==> src/rtl/sram_arbiter.sv <==
// Round-robin arbiter sharing one asynchronous SRAM between an instruction-fetch
// read port and a data read/write port; fixed-length access with a write-hold cycle.
module sram_arbiter #(
  parameter int ADDR_W      = 20,
  parameter int DATA_W      = 32,
  parameter int WAIT_CYCLES = 2
) (
  input  logic                  clk_in_50M,
  input  logic                  rst,
  input  logic                  i_req,
  input  logic [ADDR_W-1:0]     i_addr,
  output logic [DATA_W-1:0]     i_rdata,
  output logic                  i_ack,
  input  logic                  d_req,
  input  logic                  d_we,
  input  logic [DATA_W/8-1:0]   d_be,
  input  logic [ADDR_W-1:0]     d_addr,
  input  logic [DATA_W-1:0]     d_wdata,
  output logic [DATA_W-1:0]     d_rdata,
  output logic                  d_ack,
  output logic [ADDR_W-1:0]     sram_addr,
  output logic [DATA_W-1:0]     sram_dq_o,
  output logic                  sram_dq_oe,
  input  logic [DATA_W-1:0]     sram_dq_i,
  output logic                  sram_ce_n,
  output logic                  sram_oe_n,
  output logic                  sram_we_n,
  output logic [DATA_W/8-1:0]   sram_be_n
);

  typedef enum logic [1:0] {IDLE, ACCESS, DONE} state_t;

  localparam logic [3:0] WAIT_LOAD = 4'(WAIT_CYCLES - 1);

  state_t                state, state_next;
  logic [3:0]            wait_cnt, wait_cnt_next;
  logic                  last_data, last_data_next;
  logic                  grant_data, grant_data_next;
  logic                  is_write, is_write_next;
  logic [DATA_W-1:0]     i_rdata_next, d_rdata_next;
  logic                  i_ack_next, d_ack_next;
  logic [ADDR_W-1:0]     sram_addr_next;
  logic [DATA_W-1:0]     sram_dq_o_next;
  logic                  sram_dq_oe_next, sram_ce_n_next, sram_oe_n_next, sram_we_n_next;
  logic [DATA_W/8-1:0]   sram_be_n_next;
  logic                  pick_data, pick_write;

  // Data port wins unless the instruction port also asks and data was served last.
  assign pick_data  = d_req && (!i_req || !last_data);
  assign pick_write = pick_data && d_we;

  always_ff @(posedge clk_in_50M or posedge rst) begin
    if (rst) begin
      state      <= IDLE;
      wait_cnt   <= '0;
      last_data  <= 1'b0;
      grant_data <= 1'b0;
      is_write   <= 1'b0;
      i_rdata    <= '0;
      d_rdata    <= '0;
      i_ack      <= 1'b0;
      d_ack      <= 1'b0;
      sram_addr  <= '0;
      sram_dq_o  <= '0;
      sram_dq_oe <= 1'b0;
      sram_ce_n  <= 1'b1;
      sram_oe_n  <= 1'b1;
      sram_we_n  <= 1'b1;
      sram_be_n  <= '1;
    end else begin
      state      <= state_next;
      wait_cnt   <= wait_cnt_next;
      last_data  <= last_data_next;
      grant_data <= grant_data_next;
      is_write   <= is_write_next;
      i_rdata    <= i_rdata_next;
      d_rdata    <= d_rdata_next;
      i_ack      <= i_ack_next;
      d_ack      <= d_ack_next;
      sram_addr  <= sram_addr_next;
      sram_dq_o  <= sram_dq_o_next;
      sram_dq_oe <= sram_dq_oe_next;
      sram_ce_n  <= sram_ce_n_next;
      sram_oe_n  <= sram_oe_n_next;
      sram_we_n  <= sram_we_n_next;
      sram_be_n  <= sram_be_n_next;
    end
  end

  always_comb begin
    state_next      = state;
    wait_cnt_next   = wait_cnt;
    last_data_next  = last_data;
    grant_data_next = grant_data;
    is_write_next   = is_write;
    i_rdata_next    = i_rdata;
    d_rdata_next    = d_rdata;
    i_ack_next      = 1'b0;
    d_ack_next      = 1'b0;
    sram_addr_next  = sram_addr;
    sram_dq_o_next  = sram_dq_o;
    sram_dq_oe_next = sram_dq_oe;
    sram_ce_n_next  = sram_ce_n;
    sram_oe_n_next  = sram_oe_n;
    sram_we_n_next  = sram_we_n;
    sram_be_n_next  = sram_be_n;
    case (state)
      IDLE: begin
        if (i_req || d_req) begin
          grant_data_next = pick_data;
          last_data_next  = pick_data;
          is_write_next   = pick_write;
          sram_addr_next  = pick_data ? d_addr : i_addr;
          if (pick_write) sram_dq_o_next = d_wdata;
          sram_dq_oe_next = pick_write;
          sram_ce_n_next  = 1'b0;
          sram_oe_n_next  = pick_write;
          sram_we_n_next  = !pick_write;
          sram_be_n_next  = pick_write ? ~d_be : '0;
          wait_cnt_next   = WAIT_LOAD;
          state_next      = ACCESS;
        end
      end
      ACCESS: begin
        if (wait_cnt == 4'd0) begin
          if (!is_write) begin
            if (grant_data) d_rdata_next = sram_dq_i;
            else            i_rdata_next = sram_dq_i;
          end
          i_ack_next     = !grant_data;
          d_ack_next     = grant_data;
          sram_oe_n_next = 1'b1;
          sram_we_n_next = 1'b1;
          state_next     = DONE;
        end else begin
          wait_cnt_next = wait_cnt - 4'd1;
        end
      end
      DONE: begin
        // Address, data and chip enable were held one extra cycle for write hold time.
        sram_ce_n_next  = 1'b1;
        sram_dq_oe_next = 1'b0;
        sram_be_n_next  = '1;
        state_next      = IDLE;
      end
      default: state_next = IDLE;
    endcase
  end

endmodule
==> config.mk <==
export PLATFORM = sky130hd
export DESIGN_NAME = sram_arbiter
export DESIGN_NICKNAME = d
export VERILOG_FILES = /design/src/rtl/sram_arbiter.sv
export SDC_FILE = /design/constraint.sdc
export NUM_CORES = 1
export LEC_CHECK = 0
export BUFFER_PORTS_ARGS = -buffer_cell sky130_fd_sc_hd__buf_2
export CELL_PAD_IN_SITES_DETAIL_PLACEMENT = 0
export CELL_PAD_IN_SITES_GLOBAL_PLACEMENT = 1
export CORE_ASPECT_RATIO = 1.4
export CORE_MARGIN = 4
export CORE_UTILIZATION = 39
export DETAILED_ROUTE_END_ITERATION = 12
export PLACE_DENSITY_LB_ADDON = 0.1
export SLEW_MARGIN = 20
export SYNTH_ARGS = -nofsm -noshare
export SYNTH_HDL_FRONTEND = slang
export SYNTH_SLANG_ARGS = --single-unit
==> constraint.sdc <==
create_clock -name clk_in_50M -period 12.3 [get_ports clk_in_50M]
set_input_delay 2.46 -clock clk_in_50M [delete_from_list [all_inputs] [get_ports clk_in_50M]]
set_output_delay 2.46 -clock clk_in_50M [all_outputs]
set_load 0.005 [all_outputs]
==> results of run 1 <==
synth_stat cells, types with 2 or more instances:
cell and count:
and3_1 2, nor2_1 3, mux2_2 93, buf_4 3, mux2_1 3, clkbuf_1 11, nor3_1 4, nand2_1 44
inv_1 9, a31oi_1 21, a21oi_1 24, ha_1 2, dfrtp_1 127, dfstp_2 7, nand2b_1 2, o21ai_0 2
o221ai_1 4, a31o_2 2, buf_6 6, buf_2 5
cell usage in the layout (no fill, tap or decap), types with 2 or more instances in the layout:
cell type and n:
buf_2 238, dfrtp_1 127, mux2_2 93, nand2_1 44
a21oi_1 24, a31oi_1 21, clkbuf_16 17, inv_1 8
dfstp_2 7, buf_4 6, bufinv_16 5, o221ai_1 4
nor3_1 4, mux2_1 3, clkinv_2 3, clkinv_4 3
nand2b_1 2, and3_1 2, nor2_1 2, a31o_2 2
o21ai_0 2, ha_1 2, clkbuf_8 2
metal layers:
metal	GRT usage	vias up
met5	0	-
met4	0.0710	0
met3	0.0402	24
met2	0.298	158
met1	0.205	1929
li1	-	1849
sequential cells by signal, indices dropped and copies added, names as in the netlist:
register	cells
d_rdata	32
i_rdata	32
sram_dq_o	32
sram_addr	20
sram_be_n	4
wait_cnt	4
state	2
d_ack	1
grant_data	1
i_ack	1
is_write	1
sram_ce_n	1
sram_dq_oe	1
sram_oe_n	1
sram_we_n	1
cells by family (layout without fill, tap and decap cells):
kind of cell	after synthesis	in the layout
DFF	134	134
muxes	96	96
and+or+nand+nor	63	63
AOI/OAI and AO/OA	61	61
buffers and inverters	34	284
adders and majority gates	2	2
worst max-delay path, stage by stage:
cell	delay [ns]
buf_2	0.10
or2_2	0.42
and2_1	0.84
o21ai_0	0.20
stage by stage:
stage                     cell area, sq um  total power, uW  instances  hold WS (ns)
final                                 7310             2000        822         0.486
after global routing                  7310             2130        822         0.506
after CTS                             7310             2030        822         0.487
after detailed placement              6650             1470        791         0.474
after global placement                6650             1440        791         0.464
after floorplan                       5340             1150        390         0.470
power by group through the flow:
stage                     clock network [uW]  registers (uW)  logic [uW]
after floorplan                            0             798         356
after global placement                     0             782         661
after detailed placement                   0             788         683
after CTS                                566             783         682
after global routing                     584             811         735
final                                    552             782         665
worst paths after layout:
| path | from | to | slack (ns) |
|---|---|---|---|
| setup / recovery | i_req | sram_dq_oe | 8.49 |
| setup reg to reg | wait_cnt[0] | i_rdata[11] | 10.04 |
| hold reg to reg | i_rdata[31] | i_rdata[31] | 0.49 |
| min in group asynchronous | rst | d_rdata[13] | 2.10 |
| hold / removal | i_rdata[31] | i_rdata[31] | 0.49 |
| max in group asynchronous | rst | i_rdata[1] | 9.16 |
layout make-up:
type,count,share of cell area
Multi-Input combinational cell,222,0.246
Tap cell,182,0.0311
Clock inverter,12,0.0274
Timing Repair Buffer,244,0.169
Inverter,9,0.00496
Clock buffer,19,0.0619
Sequential cell,134,0.460
==> impl_metrics.toml, run 1 <==
[logic_synthesis]
synth_cells = 390
syn_area_sq_mm = 0.00534
synth_top_area_share = 0.595
synth-simple-area-share = 0.0562
yosys_warnings = 0
synth_cell_types = 36
synth_edf_count = 0
async_flop_share = 1.00
synth-compound-area-share = 0.0717
syn_nets = 505
synthAdderAreaFrac = 0.00468
synth_top_family_by_area = "multiplexers"
yosys-top-cells-area = "dfrtp_1 (59%), mux2_2 (20%), dfstp_2 (3.4%)"
avgSynthCellArea_sq_um = 13.7
ys_seq_area_frac = 0.629
synth_ff_type = "dfrtp_1"
synth_mux_area_frac = 0.202
synthXorXnorAreaFrac = 0
yosysTopAreaCell = "dfrtp_1"
ys_seq_elements = 134

[sta]
period_minus_slack_ns = 3.81
finalMaxSlewViolations = 0
tns_ns = 0
setup_viol = 0
slew_headroom = 0.354
worst_slack_ns = 8.49
fin_worst_skew_ns = 0.00845
rsz0062_at_grt = "no"
worst_slew_pin_slew_ns = 0.968
hold_viol = 0
post-route-period-util = 0.309
fmax_mhz = 263

[place]
io_buffers = 238
dp_hpwl_um = 9820
place_ws_ns = 8.04
gp_congestion = 0.764

[drt]
vias_per_cell = 4.82
drtIter0Drc = 115
dr_wl_met3_um = 781
drc = 0
wl_met2_um = 6880
dr.pass1.iters = 4
num_vias = 3960
ant_nets = 0
highest_layer = "met4"
wirelength_um = 13400
wl_met1_um = 5380
wl_per_cell_um = 16.2

[pwr]
ir_worst_vdd_uv = 92.2
clkPwrFrac = 0.276
leakagePower_uw = 0.00355
powerDensity_mw_per_mm2 = 273
sw_frac_of_total = 0.300
switching_power_uw = 600
intPower_uw = 1400
seq_power_share = 0.391
combPwrFrac = 0.333

[floorplanning]
initial_core_util = 0.399
ioPinCount = 239
die_area_sq_mm = 0.0157
die_w_um = 107
rows = 50
core_sq_mm = 0.0134
fp.dieH_um = 146

[setup_path]
end_kind = "flop"
critPathKind = "input port to flop"
critPathArrivalTime_ns = 4.05
critical_path.startpoint_type = "input port"
critPathRequiredTime_ns = 12.54
reg2reg_depth = 6
crit_fanout = 27

[cts]
cts_setup_buffers = 0
cts-resized-gates = 0
cts_tree = "yes"
htreeDepth = 4
hold_buffers = 0
insertion_delay_ns = 0.40
cts.clk_slew.worst_paths_ns = 0.06
cts_buffer_depth = 2
cts_root_buf = "clkbuf_16"
clkSinkCount = 134
cts_made_buffers = 17

[grt]
grt_remaining_overflow = 0
grt_util_all_layers = 0.173
antenna_found_initial = 0
grt_pass1_wl_um = 21400
grt_max_degree = 52
grt_pass1_vias = 4196

[worst_hold_path]
hold_path_class = "flop to flop"
hold_depth = 1

[layout]
nNetsFinal = 743
utilization = 0.546
drive_above_1_share = 0.600
ff_latch_area_sq_mm = 0.00336
antenna-diode-count = 0
syn2layout_area_growth_pct = 36.9
n_fill_cell = 1250
multi_input_area_sq_mm = 0.00180

[outcome]
status = "finished clean"

[job]
drv_cap = 0
Power figures use the tool's default switching activity.
==> run 2, diff against run 1 <==
--- a/config.mk
+++ b/config.mk
@@ -10,7 +10,7 @@
 export CELL_PAD_IN_SITES_GLOBAL_PLACEMENT = 1
 export CORE_ASPECT_RATIO = 1.4
 export CORE_MARGIN = 4
-export CORE_UTILIZATION = 39
+export CORE_UTILIZATION = 33
 export DETAILED_ROUTE_END_ITERATION = 12
 export PLACE_DENSITY_LB_ADDON = 0.1
 export SLEW_MARGIN = 20
==> constraint.sdc (replaced) <==
create_clock -name clk_in_50M -period 3.49 [get_ports clk_in_50M]
set_input_delay 0.698 -clock clk_in_50M [delete_from_list [all_inputs] [get_ports clk_in_50M]]
set_output_delay 0.698 -clock clk_in_50M [all_outputs]
set_load 0.005 [all_outputs]
==> run 2 against run 1 <==
  * Total power grew to 3.5 times the previous value
  * Worst setup slack lost 7.2 ns
  * Routed wire length grew 3.5%
  * Highest routed layer unchanged
  * Clock skew grew 0.0036 ns
  * Largest cell class unchanged
  * Count of clock-buffer cells in the layout is the same
  * Flip-flop and latch count is the same
==> impl_metrics.toml, run 2 (same netlist as run 1, synthesis figures left out) <==
[setup_path]
critical_path.startpoint_type = "flop"
critical_path.max_stage_delay_ns = 0.44
cp_cell_sequence = "inv_1 > ha_1 > or3b_4 > nor4_4 > buf_4 > mux2_2"
critPathArrivalTime_ns = 2.53
crit_fanout = 32
r2r_end = "i_rdata[28]"
r2r_start = "wait_cnt[0]"
crit_slowest_cell = "buf_4"
ff2ff_setup_slack_ns = 1.25
reg2reg_depth = 6
critPathRequiredTime_ns = 3.77
critPathKind = "flop to flop"
end_kind = "flop"

[layout]
final_cell_mix = "buf_2 (238), dfrtp_1 (127), mux2_2 (93)"
layout.cells.most_common = "buf_2"
syn2layout_area_growth_pct = 36.8
antenna-diode-count = 0
nNetsFinal = 745
reg_top3 = "d_rdata x32, i_rdata x32, sram_dq_o x32"
design_area_sq_mm = 0.00730
drive_above_1_share = 0.599
finalNonFillerCells = 839

[pwr]
switching_power_uw = 2160
p_total_uw = 6930
clkPwrFrac = 0.265
powerDensity_mw_per_mm2 = 949
leakagePower_uw = 0.00353
seq_power_share = 0.396
sw_frac_of_total = 0.312
intPower_uw = 4770
combPwrFrac = 0.339
ir_worst_vdd_uv = 340

[floorplanning]
ioPinCount = 239
die_area_sq_mm = 0.0183
core_sq_mm = 0.0157
fp.dieH_um = 159
die_w_um = 116
initial_core_util = 0.339
rows = 54

[place]
gp_congestion = 0.746
place_area_sq_mm = 0.00670
dp_hpwl_um = 10100
io_buffers = 238
place_inst = 807

[grt]
antenna_found_initial = 0
grt_pass1_wl_um = 21300
grt_util_all_layers = 0.150
grt_max_degree = 91
grt_remaining_overflow = 0
grt_pass1_vias = 4075

[cts]
cts_setup_buffers = 0
cts.clk_slew.worst_paths_ns = 0.06
hold_buffers = 0
htreeDepth = 4
cts-resized-gates = 0
clkSinkCount = 134
cts_tree = "yes"
cts_made_buffers = 17
cts_root_buf = "clkbuf_16"
cts_buffer_depth = 2
insertion_delay_ns = 0.41

[drt]
drc = 0
wirelength_um = 13800
wl_per_cell_um = 16.5
vias_per_cell = 4.69
ant_nets = 0
drtIter0Drc = 129
num_vias = 3936
dr.pass1.iters = 6

[job]
drv_cap = 0

[sta]
rsz0062_at_grt = "no"
finalMaxSlewViolations = 0
slew_headroom = 0.349
worst_slew_pin_slew_ns = 0.976
hold_viol = 0
fmax_mhz = 446
post-route-period-util = 0.643
tns_ns = 0
period_minus_slack_ns = 2.24
setup_viol = 0
fin_worst_skew_ns = 0.0120

[worst_hold_path]
hold_path_class = "input port to asynchronous set/reset pin"

[outcome]
status = "finished clean"
==> run 2: cell count changes in the layout (fill, tap and decap cells not counted), sizes merged <==
cell	delta
clkinvlp	+3
clkinv	-1
inv	+1
bufinv	-2
buf	+2
==> run 2: power by group through the flow <==
stage	clock network, uW	registers, uW	logic, uW
floorplan	0	2810	1260
global placement	0	2770	2370
detailed placement	0	2780	2430
CTS	1890	2750	2420
global route	1960	2850	2630
finish	1840	2740	2350
==> run 2: metal layers <==
| metal | vias up | track usage | routed length, um |
|---|---|---|---|
| met4 | 0 | 0.0548 | 209 |
| li1 | 1855 | - | - |
| met2 | 144 | 0.257 | 7140 |
| met3 | 15 | 0.0411 | 978 |
| met1 | 1922 | 0.179 | 5480 |
| met5 | - | 0 | 0 |
==> run 2: per-stage QoR <==
step	setup WS, ns	util	hold slack, ns
final	1.25	0.464	0.410
after global routing	1.12	0.464	0.451
after CTS	1.22	0.464	0.442
after detailed placement	0.982	0.426	0.474
after global placement	1.04	0.426	0.467
after floorplan	1.13	-	0.470
==> run 2: how the worst max path moves through the flow <==
| stage | from | to | slack [ns] | cells after the start |
|---|---|---|---|---|
| floorplan | rst | d_ack | 1.13 | 1 |
| global placement | i_req | sram_dq_oe | 1.04 | 4 |
| detailed placement | i_req | sram_addr[14] | 0.98 | 4 |
| CTS | wait_cnt[0] | i_rdata[28] | 1.22 | 6 |
| global route | wait_cnt[0] | i_rdata[28] | 1.12 | 6 |
| finish | wait_cnt[0] | i_rdata[28] | 1.25 | 6 |
==> run 2: worst max-delay path: cells and delay by family, from the launching register on <==
kind / cells / cell delay [ns]
adders and majority gates: 1 / 0.21
buffers and inverters: 2 / 0.54
DFF: 1 / 0.39
muxes: 1 / 0.39
and+or+nand+nor: 2 / 0.56
==> run 2: area by class of cell <==
cell class / instances / area, sq um
Multi-Input combinational cell: 222 / 1790
Tap cell: 196 / 245
Inverter: 9 / 37.5
Clock buffer: 19 / 433
Sequential cell: 134 / 3360
Clock inverter: 13 / 171
Timing Repair Buffer: 246 / 1260
Fill cell: 1511 / 8440
==> run 3, diff against run 2 <==
==> constraint.sdc (replaced) <==
create_clock -name clk_in_50M -period 1.95 [get_ports clk_in_50M]
set_input_delay 0.39 -clock clk_in_50M [delete_from_list [all_inputs] [get_ports clk_in_50M]]
set_output_delay 0.39 -clock clk_in_50M [all_outputs]
set_load 0.005 [all_outputs]
==> run 3 against run 2 <==
  * The flow now finishes with violations (setup timing)
  * Clock skew down 0.0029 ns
  * Clock power up 72%
  * Sequential power up 81%
  * Utilization up 1.8 points
  * Count of clock-buffer cells in the layout up 5
  * Die area unchanged
  * Worst setup slack worse by 1.3 ns
  * Critical path depth up 1
  * Global-route usage up 0.32 points
  * Via count up 1.3%
  * Combinational power up 99%
  * Non-clock buffer count up 15
  * Critical path type unchanged
==> impl_metrics.toml, run 3 (same netlist as run 1, synthesis figures left out) <==
[outcome]
status = "complete, but fails checks"
violations = "setup timing"

[sta]
fin_worst_skew_ns = 0.00910
post-route-period-util = 1.01
slew_headroom = 0.615
worst_slew_pin_slew_ns = 0.578
period_minus_slack_ns = 1.97
tns_ns = -0.115
finalMaxSlewViolations = 0
rsz0062_at_grt = "yes"
hold_viol = 0
worst_slack_ns = -0.0204
setup_viol = 8
fmax_mhz = 508

[cts]
cts_made_buffers = 17
hold_buffers = 0
clkSinkCount = 134
cts.clk_slew.worst_paths_ns = 0.06
insertion_delay_ns = 0.42
cts_tree = "yes"
htreeDepth = 4
cts_root_buf = "clkbuf_16"
cts_buffer_depth = 2

[layout]
nNetsFinal = 760
antenna-diode-count = 0
syn2layout_area_growth_pct = 42.1
utilization = 0.482
layout.cells.most_common = "buf_2"
n_fill_cell = 1488
drive_above_1_share = 0.615
finalNonFillerCells = 853
final_cell_mix = "buf_2 (238), dfrtp_1 (127), mux2_2 (71)"
design_area_sq_mm = 0.00759
reg_top3 = "d_rdata x32, i_rdata x32, sram_dq_o x32"

[drt]
dr.pass1.iters = 4
ant_nets = 0
wirelength_um = 14200
drtIter0Drc = 153
vias_per_cell = 4.68
wl_per_cell_um = 16.7
num_vias = 3989
drc = 0

[setup_path]
critical_path.startpoint_type = "flop"
ff2ff_setup_slack_ns = -0.02
critical_path.max_stage_delay_ns = 0.39
critPathRequiredTime_ns = 2.25
crit_slowest_cell = "dfrtp_1"
r2r_end = "i_rdata[3]"
r2r_start = "wait_cnt[0]"
reg2reg_depth = 7
critPathKind = "flop to flop"
crit_fanout = 8
end_kind = "flop"
critPathArrivalTime_ns = 2.27
cp_cell_sequence = "inv_2 > ha_4 > or3b_4 > nor4_4 > buf_6 > clkbuf_16 > mux2_2"

[grt]
grt_remaining_overflow = 0
grt_max_degree = 100
grt_pass1_vias = 4274
grt_pass1_wl_um = 21600
grt_util_all_layers = 0.153
antenna_found_initial = 0

[floorplanning]
core_sq_mm = 0.0157
ioPinCount = 239
die_area_sq_mm = 0.0183
rows = 54
die_w_um = 116
initial_core_util = 0.339
fp.dieH_um = 159

[place]
io_buffers = 238
place_inst = 815
place_ws_ns = -0.0399
dp_hpwl_um = 10200
gp_congestion = 0.754
place_area_sq_mm = 0.00680

[job]
drv_cap = 0

[pwr]
leakagePower_uw = 0.00370
ir_worst_vdd_uv = 630
powerDensity_mw_per_mm2 = 1680

[worst_hold_path]
hold_path_class = "input port to asynchronous set/reset pin"
## run 3: changes by cell type in the layout (fill, tap and decap cells not counted), sizes merged
cell | previous run | this run
clkinv | 5 | 4
clkbuf | 19 | 26
inv | 11 | 8
clkinvlp | 3 | 2
buf | 246 | 259
bufinv | 3 | 2
## run 3: cell type report
type / count / area, sq um / share of cell area
multi-input cells: 222 / 1900 / 0.250
clock buffers: 24 / 492 / 0.0648
flip-flops and latches: 134 / 3360 / 0.443
clock inverters: 7 / 95.1 / 0.0125
repair buffers: 261 / 1460 / 0.192
inverters: 9 / 37.5 / 0.00495
well taps: 196 / 245 / 0.0323
## run 3: worst max-delay path by stage
stage / slack (ns) / start / to / cells past startpoint
floorplan: -0.1 / rst / d_ack / 1
global placement: 0.02 / wait_cnt[1] / i_rdata[12] / 6
detailed placement: -0.04 / wait_cnt[1] / i_rdata[11] / 6
CTS: -0.04 / wait_cnt[0] / i_rdata[9] / 7
global route: -0.08 / wait_cnt[0] / i_rdata[4] / 7
finish: -0.02 / wait_cnt[0] / i_rdata[3] / 7
## run 3: what timing repair did
action	in CTS	in global routing
buffers inserted	1	3
cloned	1	2
setup endpoints to repair	32	32
hold endpoints to repair	0	0
resized for setup	3	25
## run 3: critical path: cells and delay by family (launching register included)
family	cells	cell delay, ns
and+or+nand+nor	2	0.54
buffers and inverters	3	0.44
DFF	1	0.39
muxes	1	0.33
adders and majority gates	1	0.14
## run 3: where the power goes
group | switching (uW) | internal (uW)
Sequential | 735 | 4220
Clock | 1150 | 2010
Combinational | 1990 | 2670
Total | 3880 | 8910
## run 3: per-stage QoR
step	hold WS [ns]	total power [uW]
3_3_place_gp	0.463	9340
2_1_floorplan	0.470	7300
4_1_cts	0.125	12700
6_report	0.0978	12800
3_5_place_dp	0.474	9460
5_1_grt	0.140	13700
## run 3: per-layer routing
layer | global-route usage | part of all wire | vias up
met1 | 0.168 | 0.38 | 1936
met5 | 0 | 0 | -
met2 | 0.274 | 0.53 | 148
met4 | 0.0582 | 0.015 | 0
li1 | - | - | 1885
met3 | 0.0494 | 0.074 | 20
